**src/rtl/mips_mem_pkg.sv**
```systemverilog
// Shared data-memory definitions for the MEM-stage store buffer: legal word
// range, buffered entry layout and the range check applied to incoming stores.
package mips_mem_pkg;

    localparam int unsigned DMEM_LO = 1000;
    localparam int unsigned DMEM_HI = 3999;   // exclusive upper bound
    localparam int SB_AW = 32;
    localparam int SB_DW = 32;

    typedef struct packed {
        logic [SB_AW-1:0] addr;
        logic [SB_DW-1:0] data;
    } sb_entry_t;

    function automatic logic in_dmem_range(input logic [31:0] addr);
        return (addr >= 32'(DMEM_LO)) && (addr < 32'(DMEM_HI));
    endfunction

endpackage

```
**src/rtl/store_buffer_fifo.sv**
```systemverilog
// Circular store storage with read/write pointers and occupancy count.
// STORE_BUFFER_FWD_EN exposes the raw slots so the top can search them.
module store_buffer_fifo #(
    parameter int DEPTH = 4,
    parameter int AW    = 32,
    parameter int DW    = 32
) (
    input  logic                          clk,
    input  logic                          rst,
    input  logic                          i_push,
    input  logic [AW-1:0]                 i_addr,
    input  logic [DW-1:0]                 i_data,
    input  logic                          i_pop,
    output logic [AW-1:0]                 o_head_addr,
    output logic [DW-1:0]                 o_head_data,
    output logic                          o_full,
    output logic                          o_empty
`ifdef STORE_BUFFER_FWD_EN
   ,output logic [DEPTH-1:0][AW-1:0]      o_addr,
    output logic [DEPTH-1:0][DW-1:0]      o_data,
    output logic [$clog2(DEPTH)-1:0]      o_rd_ptr,
    output logic [$clog2(DEPTH+1)-1:0]    o_count
`endif
);

    localparam int PW = $clog2(DEPTH);
    localparam int CW = $clog2(DEPTH + 1);

    logic [DEPTH-1:0][AW-1:0] r_addr;
    logic [DEPTH-1:0][DW-1:0] r_data;
    logic [PW-1:0]            r_wr;
    logic [PW-1:0]            r_rd;
    logic [CW-1:0]            r_count;

    // DEPTH is a power of two, so the pointers wrap by plain overflow.
    always_ff @(posedge clk) begin
        if (rst) begin
            r_wr    <= '0;
            r_rd    <= '0;
            r_count <= '0;
        end else begin
            if (i_push) r_wr <= r_wr + PW'(1);
            if (i_pop)  r_rd <= r_rd + PW'(1);
            r_count <= r_count + CW'(i_push) - CW'(i_pop);
        end
    end

    always_ff @(posedge clk) begin
        if (i_push && !rst) begin
            r_addr[r_wr] <= i_addr;
            r_data[r_wr] <= i_data;
        end
    end

    assign o_head_addr = r_addr[r_rd];
    assign o_head_data = r_data[r_rd];
    assign o_full      = (r_count == CW'(DEPTH));
    assign o_empty     = (r_count == '0);

`ifdef STORE_BUFFER_FWD_EN
    assign o_addr   = r_addr;
    assign o_data   = r_data;
    assign o_rd_ptr = r_rd;
    assign o_count  = r_count;
`endif

endmodule

```
**src/rtl/store_buffer.sv**
```systemverilog
// Posted-write buffer between MEM stage and data memory: arbitrates the single
// memory port between loads and in-order drains. STORE_BUFFER_FWD_EN adds forwarding.
module store_buffer #(
    parameter int DEPTH = 4,
    parameter int AW    = 32,
    parameter int DW    = 32
) (
    input  logic          clk,
    input  logic          rst,
    input  logic          st_valid,
    input  logic [AW-1:0] st_addr,
    input  logic [DW-1:0] st_data,
    output logic          st_ready,
    input  logic          ld_req,
    input  logic [AW-1:0] ld_addr,
    output logic [DW-1:0] ld_data,
    output logic          ld_stall,
    output logic          empty,
    output logic          addr_err,
    output logic [AW-1:0] mem_address,
    output logic [DW-1:0] mem_writeData,
    output logic          mem_write,
    output logic          mem_read,
    input  logic [DW-1:0] mem_readData
);

    import mips_mem_pkg::*;

    logic          w_full;
    logic          w_empty;
    logic          w_in_range;
    logic          w_accept;
    logic          w_push;
    logic          w_ld_port;
    logic          w_drain;
    logic [AW-1:0] w_head_addr;
    logic [DW-1:0] w_head_data;
    logic          r_addr_err;

    assign st_ready   = !w_full;
    assign w_accept   = st_valid && st_ready && !rst;
    assign w_in_range = in_dmem_range(32'(st_addr));
    assign w_push     = w_accept && w_in_range;

`ifdef STORE_BUFFER_FWD_EN
    localparam int PW = $clog2(DEPTH);
    localparam int CW = $clog2(DEPTH + 1);

    logic [DEPTH-1:0][AW-1:0] w_slot_addr;
    logic [DEPTH-1:0][DW-1:0] w_slot_data;
    logic [PW-1:0]            w_rd_ptr;
    logic [CW-1:0]            w_count;
    logic [PW-1:0]            w_slot;
    logic                     w_hit;
    logic [DW-1:0]            w_fwd_data;

    store_buffer_fifo #(.DEPTH(DEPTH), .AW(AW), .DW(DW)) u_fifo (
        .clk         (clk),
        .rst         (rst),
        .i_push      (w_push),
        .i_addr      (st_addr),
        .i_data      (st_data),
        .i_pop       (w_drain),
        .o_head_addr (w_head_addr),
        .o_head_data (w_head_data),
        .o_full      (w_full),
        .o_empty     (w_empty),
        .o_addr      (w_slot_addr),
        .o_data      (w_slot_data),
        .o_rd_ptr    (w_rd_ptr),
        .o_count     (w_count)
    );

    // Walk oldest to youngest so the last match (youngest store) wins.
    always_comb begin
        w_hit      = 1'b0;
        w_fwd_data = '0;
        w_slot     = '0;
        for (int i = 0; i < DEPTH; i++) begin
            w_slot = w_rd_ptr + PW'(i);
            if (ld_req && (CW'(i) < w_count) && (w_slot_addr[w_slot] == ld_addr)) begin
                w_hit      = 1'b1;
                w_fwd_data = w_slot_data[w_slot];
            end
        end
    end

    assign w_ld_port = ld_req && !w_hit && !w_full;
    assign ld_stall  = ld_req && !w_hit && w_full;
`else
    store_buffer_fifo #(.DEPTH(DEPTH), .AW(AW), .DW(DW)) u_fifo (
        .clk         (clk),
        .rst         (rst),
        .i_push      (w_push),
        .i_addr      (st_addr),
        .i_data      (st_data),
        .i_pop       (w_drain),
        .o_head_addr (w_head_addr),
        .o_head_data (w_head_data),
        .o_full      (w_full),
        .o_empty     (w_empty)
    );

    // Without forwarding a load can never bypass a pending store.
    assign w_ld_port = ld_req && w_empty;
    assign ld_stall  = ld_req && !w_empty;
`endif

    // Reset blocks the drain so no half-issued write escapes during reset.
    assign w_drain = !w_empty && !w_ld_port && !rst;

    always_comb begin
        mem_address   = '0;
        mem_writeData = '0;
        mem_write     = 1'b0;
        mem_read      = 1'b0;
        ld_data       = '0;
        if (w_ld_port) begin
            mem_address = ld_addr;
            mem_read    = 1'b1;
            ld_data     = mem_readData;
        end else if (w_drain) begin
            mem_address   = w_head_addr;
            mem_writeData = w_head_data;
            mem_write     = 1'b1;
        end
`ifdef STORE_BUFFER_FWD_EN
        if (w_hit) ld_data = w_fwd_data;
`endif
    end

    always_ff @(posedge clk) begin
        if (rst) r_addr_err <= 1'b0;
        else     r_addr_err <= w_accept && !w_in_range;
    end

    assign addr_err = r_addr_err;
    assign empty    = w_empty;

endmodule
```
**config.mk**
```make
export PLATFORM = sky130hd
export DESIGN_NAME = store_buffer
export DESIGN_NICKNAME = d
export VERILOG_FILES = /design/src/rtl/mips_mem_pkg.sv /design/src/rtl/store_buffer_fifo.sv /design/src/rtl/store_buffer.sv
export SDC_FILE = /design/constraint.sdc
export NUM_CORES = 1
export LEC_CHECK = 0
export ABC_AREA = 1
export CAP_MARGIN = 20
export CORE_AREA = 4 4 133 135
export CTS_BUF_LIST = sky130_fd_sc_hd__clkbuf_16
export CTS_CLUSTER_DIAMETER = 200
export DETAILED_ROUTE_END_ITERATION = 6
export DIE_AREA = 0 0 137 139
export DONT_BUFFER_PORTS = 1
export PLACE_DENSITY = 0.9
export SETUP_SLACK_MARGIN = 0.2
export SYNTH_ARGS = -nofsm -noshare
export SYNTH_HDL_FRONTEND = slang
export SYNTH_SLANG_ARGS = --single-unit
```
**constraint.sdc**
```tcl
create_clock -name clk -period 12.95 [get_ports clk]
set_input_delay 1.295 -clock clk [delete_from_list [all_inputs] [get_ports clk]]
set_output_delay 1.295 -clock clk [all_outputs]
set_load 0.1 [all_outputs]
```
==> results of run 1 <==
flip-flops by register name, indices dropped and copies added (netlist names):
register and count:
u_fifo.r_rd 2, u_fifo.r_wr 2, addr_err 1, u_fifo.r_count 3, u_fifo.r_data 128, u_fifo.r_addr 128
layer usage:
| metal | track usage | share of wire |
|---|---|---|
| met2 | 0.4260 | 0.51 |
| met5 | 0 | 0 |
| met4 | 0.1092 | 0.037 |
| met1 | 0.2897 | 0.36 |
| met3 | 0.05588 | 0.090 |
path summary, 6_finish.rpt:
| kind | from | to | depth (start not counted) | slack [ps] |
|---|---|---|---|---|
| worst min-delay path | u_fifo.r_wr[1] | u_fifo.r_wr[1] | 2 | 530 |
| worst max register to register | u_fifo.r_count[1] | u_fifo.r_data[71] | 7 | 9960 |
| worst max-delay path | u_fifo.r_count[1] | ld_data[11] | 7 | 8030 |
| worst min register to register | u_fifo.r_wr[1] | u_fifo.r_wr[1] | 2 | 530 |
critical path, stage by stage, from the launching register on:
cell and delay, ps:
dfxtp_1 350, nor3_4 180, buf_4 350, inv_2 110, nor2_4 90, buf_4 530
inv_2 500, nor2_2 940
cell families after synthesis:
logic type | synth area share
simple gates | 0.1188
fa+ha+maj | 0.008641
compound gates | 0.1039
flops | 0.7131
buf+inv | 0.05549
layout make-up:
type                            instances  area [sq um]
Sequential cell                       264          7851
Inverter                               89         335.3
Timing Repair Buffer                   37         357.8
Clock buffer                           25         625.6
Fill cell                             917          4019
Clock inverter                         20         217.7
Antenna cell                            1         2.502
Tap cell                              220         275.3
Multi-Input combinational cell        526          2781
metrics by stage:
step | worst slack, ps | instance area, sq um
floorplan | 7817 | 11000
global placement | 8261 | 11480
detailed placement | 8172 | 11530
CTS | 8009 | 12370
global route | 7868 | 12450
finish | 8029 | 12450
cell usage after synthesis:
library cell  instances  area share
nor3_4                1      0.0015
ha_1                  6      0.0068
nand3_1              36       0.016
buf_4                 5      0.0034
nor2_4                2      0.0020
nor3_1                3      0.0014
nor2_1              193       0.066
nand2_1              83       0.028
buf_2                23       0.010
nand4_1               2      0.0011
inv_1                85       0.029
dfxtp_1               8       0.015
nor2_2                1     0.00057
fa_1                  1      0.0018
buf_1                 3      0.0010
nand4_2               1      0.0011
o21a_1                1     0.00068
a21oi_1              65       0.030
buf_6                 3      0.0031
o21ai_1               9      0.0041
inv_2                 4      0.0014
edfxtp_1            256        0.70
a32o_1               32       0.029
and2_1                1     0.00057
clkbuf_1             21      0.0072
o21ai_0              89       0.040
==> impl_metrics.yaml, run 1 <==
sta:
  setup_viol: 0
  post-route-period-util: 0.3800
  achievable-frequency_mhz: 203.2
  slew_headroom: 0.2040
  actual_slew_at_the_worst_max_slew_pin_ps: 1195
  setup_tns_ps: 0
  drv_slew: 0
  finalCriticalPeriod_ps: 4921
  rsz_0062_raised_after_global_routing: "false"
  worst_clock_skew_ps: 10.06
  final-hold-violation-count: 0
  final.hold.worst_slack_ps: 532.4
logic_synthesis:
  synth_cells: 934
  number_of_synthesized_register_bits: 264
  yosys_warnings: 0
  syn_avg_cell_area_sq_um: 11.78
  synth_nets: 1073
  synth_cell_types: 26
  synth_area_sq_um: 11000
  synth-seq-area-share: 0.7131
clock_network:
  ctsHoldBuffers: 0
  clk-insertion-delay-late_ps: 500
  clk_root_buf: "clkbuf_16"
  cts_inserted_buffers: 25
  clk_transition_reported_paths_ps: 60
  ctsHtreeMaxLevel: 1
  cts_setup_buffers: 0
  cts_sinks: 264
  cts_resized: 0
  cts_tree: "built"
  clockBufferDepth: 3
placement:
  finalWeightedCongestion: 0.7988
  place.detailed.instances: 1133
  hpwlAfterDp_mm: 14.69
  port-buffer-count: 0
critical_path:
  timing.critical_path.fanout_max: 34
  timing.setup.critical_path_class: "flop to output port"
  worstPathArrival_ps: 3630
  worstSetupStartpointType: "flop"
  critical_path.endpoint_type: "output port"
  required_time_at_the_endpoint_of_the_critical_path_ps: 11650
detailed_routing:
  routed_wire_length_per_instance_um: 20.88
  total_via_count_in_the_routed_design: 7137
  detailedRoute.firstPassIterationCount: 5
  drc: 0
  antenna_left: 0
  routed_via_count_divided_by_cell_count: 6.038
  routed_wirelength_mm: 24.68
  drt-initial-drc-count: 576
grt:
  antenna_found_initial: 1
  grt_usage: 0.2453
  grt_first_pass_wirelength_mm: 36.28
  gr-total-overflow: 0
  grt_max_degree: 94
  grt_pass1_vias: 6944
cells_and_area:
  drive_above_1_share: 0.1602
  num-nets-final: 1082
  fin_util: 0.7559
  most_common_library_cell_in_the_layout_ignoring_fill_and_taps: "edfxtp_1"
  layout.cells.non_filler: 1182
  leading_cell_types_in_the_layout_fill_and_taps_excluded: "edfxtp_1 (256), nor2_1 (155), o21ai_0 (89)"
  area_growth_pct: 13.11
die:
  chipWidth_um: 137
  num_io_pins: 234
  core_area_sq_um: 16470
  die_h_um: 139
  row_count: 47
  die_area_sq_um: 19040
  floorplan.initialDensity: 0.6683
run:
  drv.max_cap_violation_count: 0
min_path:
  holdCritPathClass: "flop to flop"
status:
  status: "finished, final reports clean"
Power of run 1 is left out: the tool's default activity adds up to more than one toggle a clock period on the data nets, which glitch-free logic cannot reach.
==> run 2, diff against run 1 <==
- CORE_AREA: 4 4 133 135 -> 4 4 144 146
- DIE_AREA: 0 0 137 139 -> 0 0 148 150
- PLACE_DENSITY: 0.9 -> 0.82
- clock period: 12.95 -> 4.2 ns (I/O delays scaled with it)
==> impl_metrics.yaml, run 2 (synthesis results as in run 1) <==
status:
  status: "finished, final reports clean"
critical_path:
  required_time_at_the_endpoint_of_the_critical_path_ps: 3780
  timing.critical_path.fanout_max: 68
  worstPathArrival_ps: 2970
  cp_cell_sequence: "inv_2, buf_4, o21ai_0, a21oi_2, buf_4"
  critical-path-max-stage-delay_ps: 610
  timing.setup.critical_path_class: "flop to output port"
  critical-path-slowest-cell: "buf_4"
  worstSetupStartpointType: "flop"
  crit_path_start: "u_fifo.r_rd[0]"
  worst_r2r_startpoint: "u_fifo.r_count[1]"
  ff2ff_path_depth: 10
  critical_path.endpoint_type: "output port"
  critPathMostFrequentCell: "buf_4"
sta:
  finalCriticalPeriod_ps: 3392
  final.hold.worst_slack_ps: 104.4
  drv_slew: 0
  post-route-period-util: 0.8076
  setup_viol: 0
  actual_slew_at_the_worst_max_slew_pin_ps: 1076
  worst_clock_skew_ps: 9.740
  achievable-frequency_mhz: 294.8
  rsz_0062_raised_after_global_routing: "false"
  layout_setup_ws_ps: 808.1
  final-hold-violation-count: 0
  slew_headroom: 0.2822
pwr:
  leakage_power_summed_over_all_cells_nw: 5.219
  clock_power_share: 0.209
  cell_internal_pwr_w: 0.005618
  p_sw_frac: 0.4988
  pwr_density_cell_nw_per_um2: 795.5
  fraction_of_power_consumed_by_combinational_cells: 0.525
  power.ir.vdd_worst_v: 0.0006354
  share_seq_of_total_power: 0.266
  net-switching-power_w: 0.005590
die:
  core_area_sq_um: 19400
  row_count: 51
  die_area_sq_um: 22200
  num_io_pins: 234
  chipWidth_um: 148
  floorplan.initialDensity: 0.5673
  die_h_um: 150
clock_network:
  clk_transition_reported_paths_ps: 60
  clockBufferDepth: 3
  ctsHtreeMaxLevel: 1
  cts_tree: "built"
  clk-insertion-delay-late_ps: 520
  clk_root_buf: "clkbuf_16"
  cts_resized: 0
  cts_sinks: 264
  cts_inserted_buffers: 26
cells_and_area:
  most_common_library_cell_in_the_layout_ignoring_fill_and_taps: "edfxtp_1"
  fillCellCount: 1207
  area_growth_pct: 28.03
  leading_cell_types_in_the_layout_fill_and_taps_excluded: "edfxtp_1 (256), nor2_1 (155), o21ai_0 (89)"
  num-nets-final: 1224
  largest_registers: "u_fifo.r_addr (128), u_fifo.r_data (128), u_fifo.r_count (3)"
  drive_above_1_share: 0.2092
  fin_util: 0.7263
  layout.cells.non_filler: 1370
grt:
  grt_usage: 0.2520
  antenna_found_initial: 1
  grt_first_pass_wirelength_mm: 43.38
  grt_max_degree: 76
  gr-total-overflow: 0
  grt_pass1_vias: 7775
detailed_routing:
  routed_wirelength_mm: 28.82
  drt-initial-drc-count: 662
  total_via_count_in_the_routed_design: 7827
  detailedRoute.firstPassIterationCount: 6
  antenna_left: 0
  routed_via_count_divided_by_cell_count: 5.713
  routed_wire_length_per_instance_um: 21.04
  drc: 0
placement:
  dp_worst_setup_slack_ps: 1383
  finalWeightedCongestion: 0.7806
  port-buffer-count: 0
  place.detailed.instances: 1257
  hpwlAfterDp_mm: 17.00
run:
  drv.max_cap_violation_count: 0
min_path:
  holdCritPathClass: "input port to flop"
  timing.hold.worst_path_depth: 3
  min-delay-start: "rst"
==> run 2: cell types whose count changed in the layout (fill, tap and decap cells not counted), sizes merged <==
cell         before  now
dlygate4sd3       0   65
clkbuf           28   27
bufinv            5    4
buf              34  113
clkinv           13   14
==> run 2: path summary, 6_finish.rpt <==
kind | to | slack, ps
worst max-delay path | mem_writeData[21] | 810
worst min-delay path | u_fifo.r_wr[0] | 100
worst max register to register | u_fifo.r_count[2] | 1650
worst min register to register | u_fifo.r_wr[1] | 530
==> run 2: power by group through the flow <==
stage / sequential [W] / clock, W / combinational [W]
floorplan: 0.00300 / 0 / 0.00443
global placement: 0.00304 / 0 / 0.00570
detailed placement: 0.00304 / 0 / 0.00576
CTS: 0.00298 / 0.00235 / 0.00586
global route: 0.00299 / 0.00248 / 0.00612
finish: 0.00299 / 0.00234 / 0.00588
==> run 2: timing repair <==
item                      4_1_cts  5_1_grt
buffers inserted                0        0
hold endpoints to repair      260        0
hold buffers                   65        0
==> run 2: routing by layer <==
| metal | part of all wire | up-vias | routed length (um) | global-route usage |
|---|---|---|---|---|
| li1 | - | 3567 | - | - |
| met1 | 0.36 | 3717 | 10340 | 0.3015 |
| met2 | 0.52 | 476 | 14980 | 0.4608 |
| met3 | 0.092 | 67 | 2639 | 0.04906 |
| met4 | 0.030 | 0 | 858 | 0.07991 |
| met5 | 0 | - | 0 | 0 |
==> run 2: through the flow <==
| stage | power (W) | TNS [ps] | area (sq um) |
|---|---|---|---|
| 2_1_floorplan | 0.007430 | -14860 | 11000 |
| 5_1_grt | 0.01159 | 0 | 14090 |
| 3_5_place_dp | 0.008802 | 0 | 12570 |
| 4_1_cts | 0.01120 | 0 | 14090 |
| 3_3_place_gp | 0.008735 | 0 | 12570 |
| 6_report | 0.01121 | 0 | 14090 |
==> run 2: final cells by class <==
cell class                      count  area [sq um]  share of cell area
Antenna cell                        1         2.502           0.0001776
Inverter                           89         335.3             0.02380
Multi-Input combinational cell    526          2786              0.1978
Tap cell                          265         331.6             0.02353
Sequential cell                   264          7851              0.5573
Clock buffer                       27         675.6             0.04796
Clock inverter                     20         193.9             0.01377
Timing Repair Buffer              178          1912              0.1357
==> run 2: critical path, delay by kind of cell (launching register included) <==
kind,cells,cell delay [ps]
buf+inv,3,1410
compound gates,2,530
flops,1,440
Note: power is estimated with default switching activity, not from simulation.
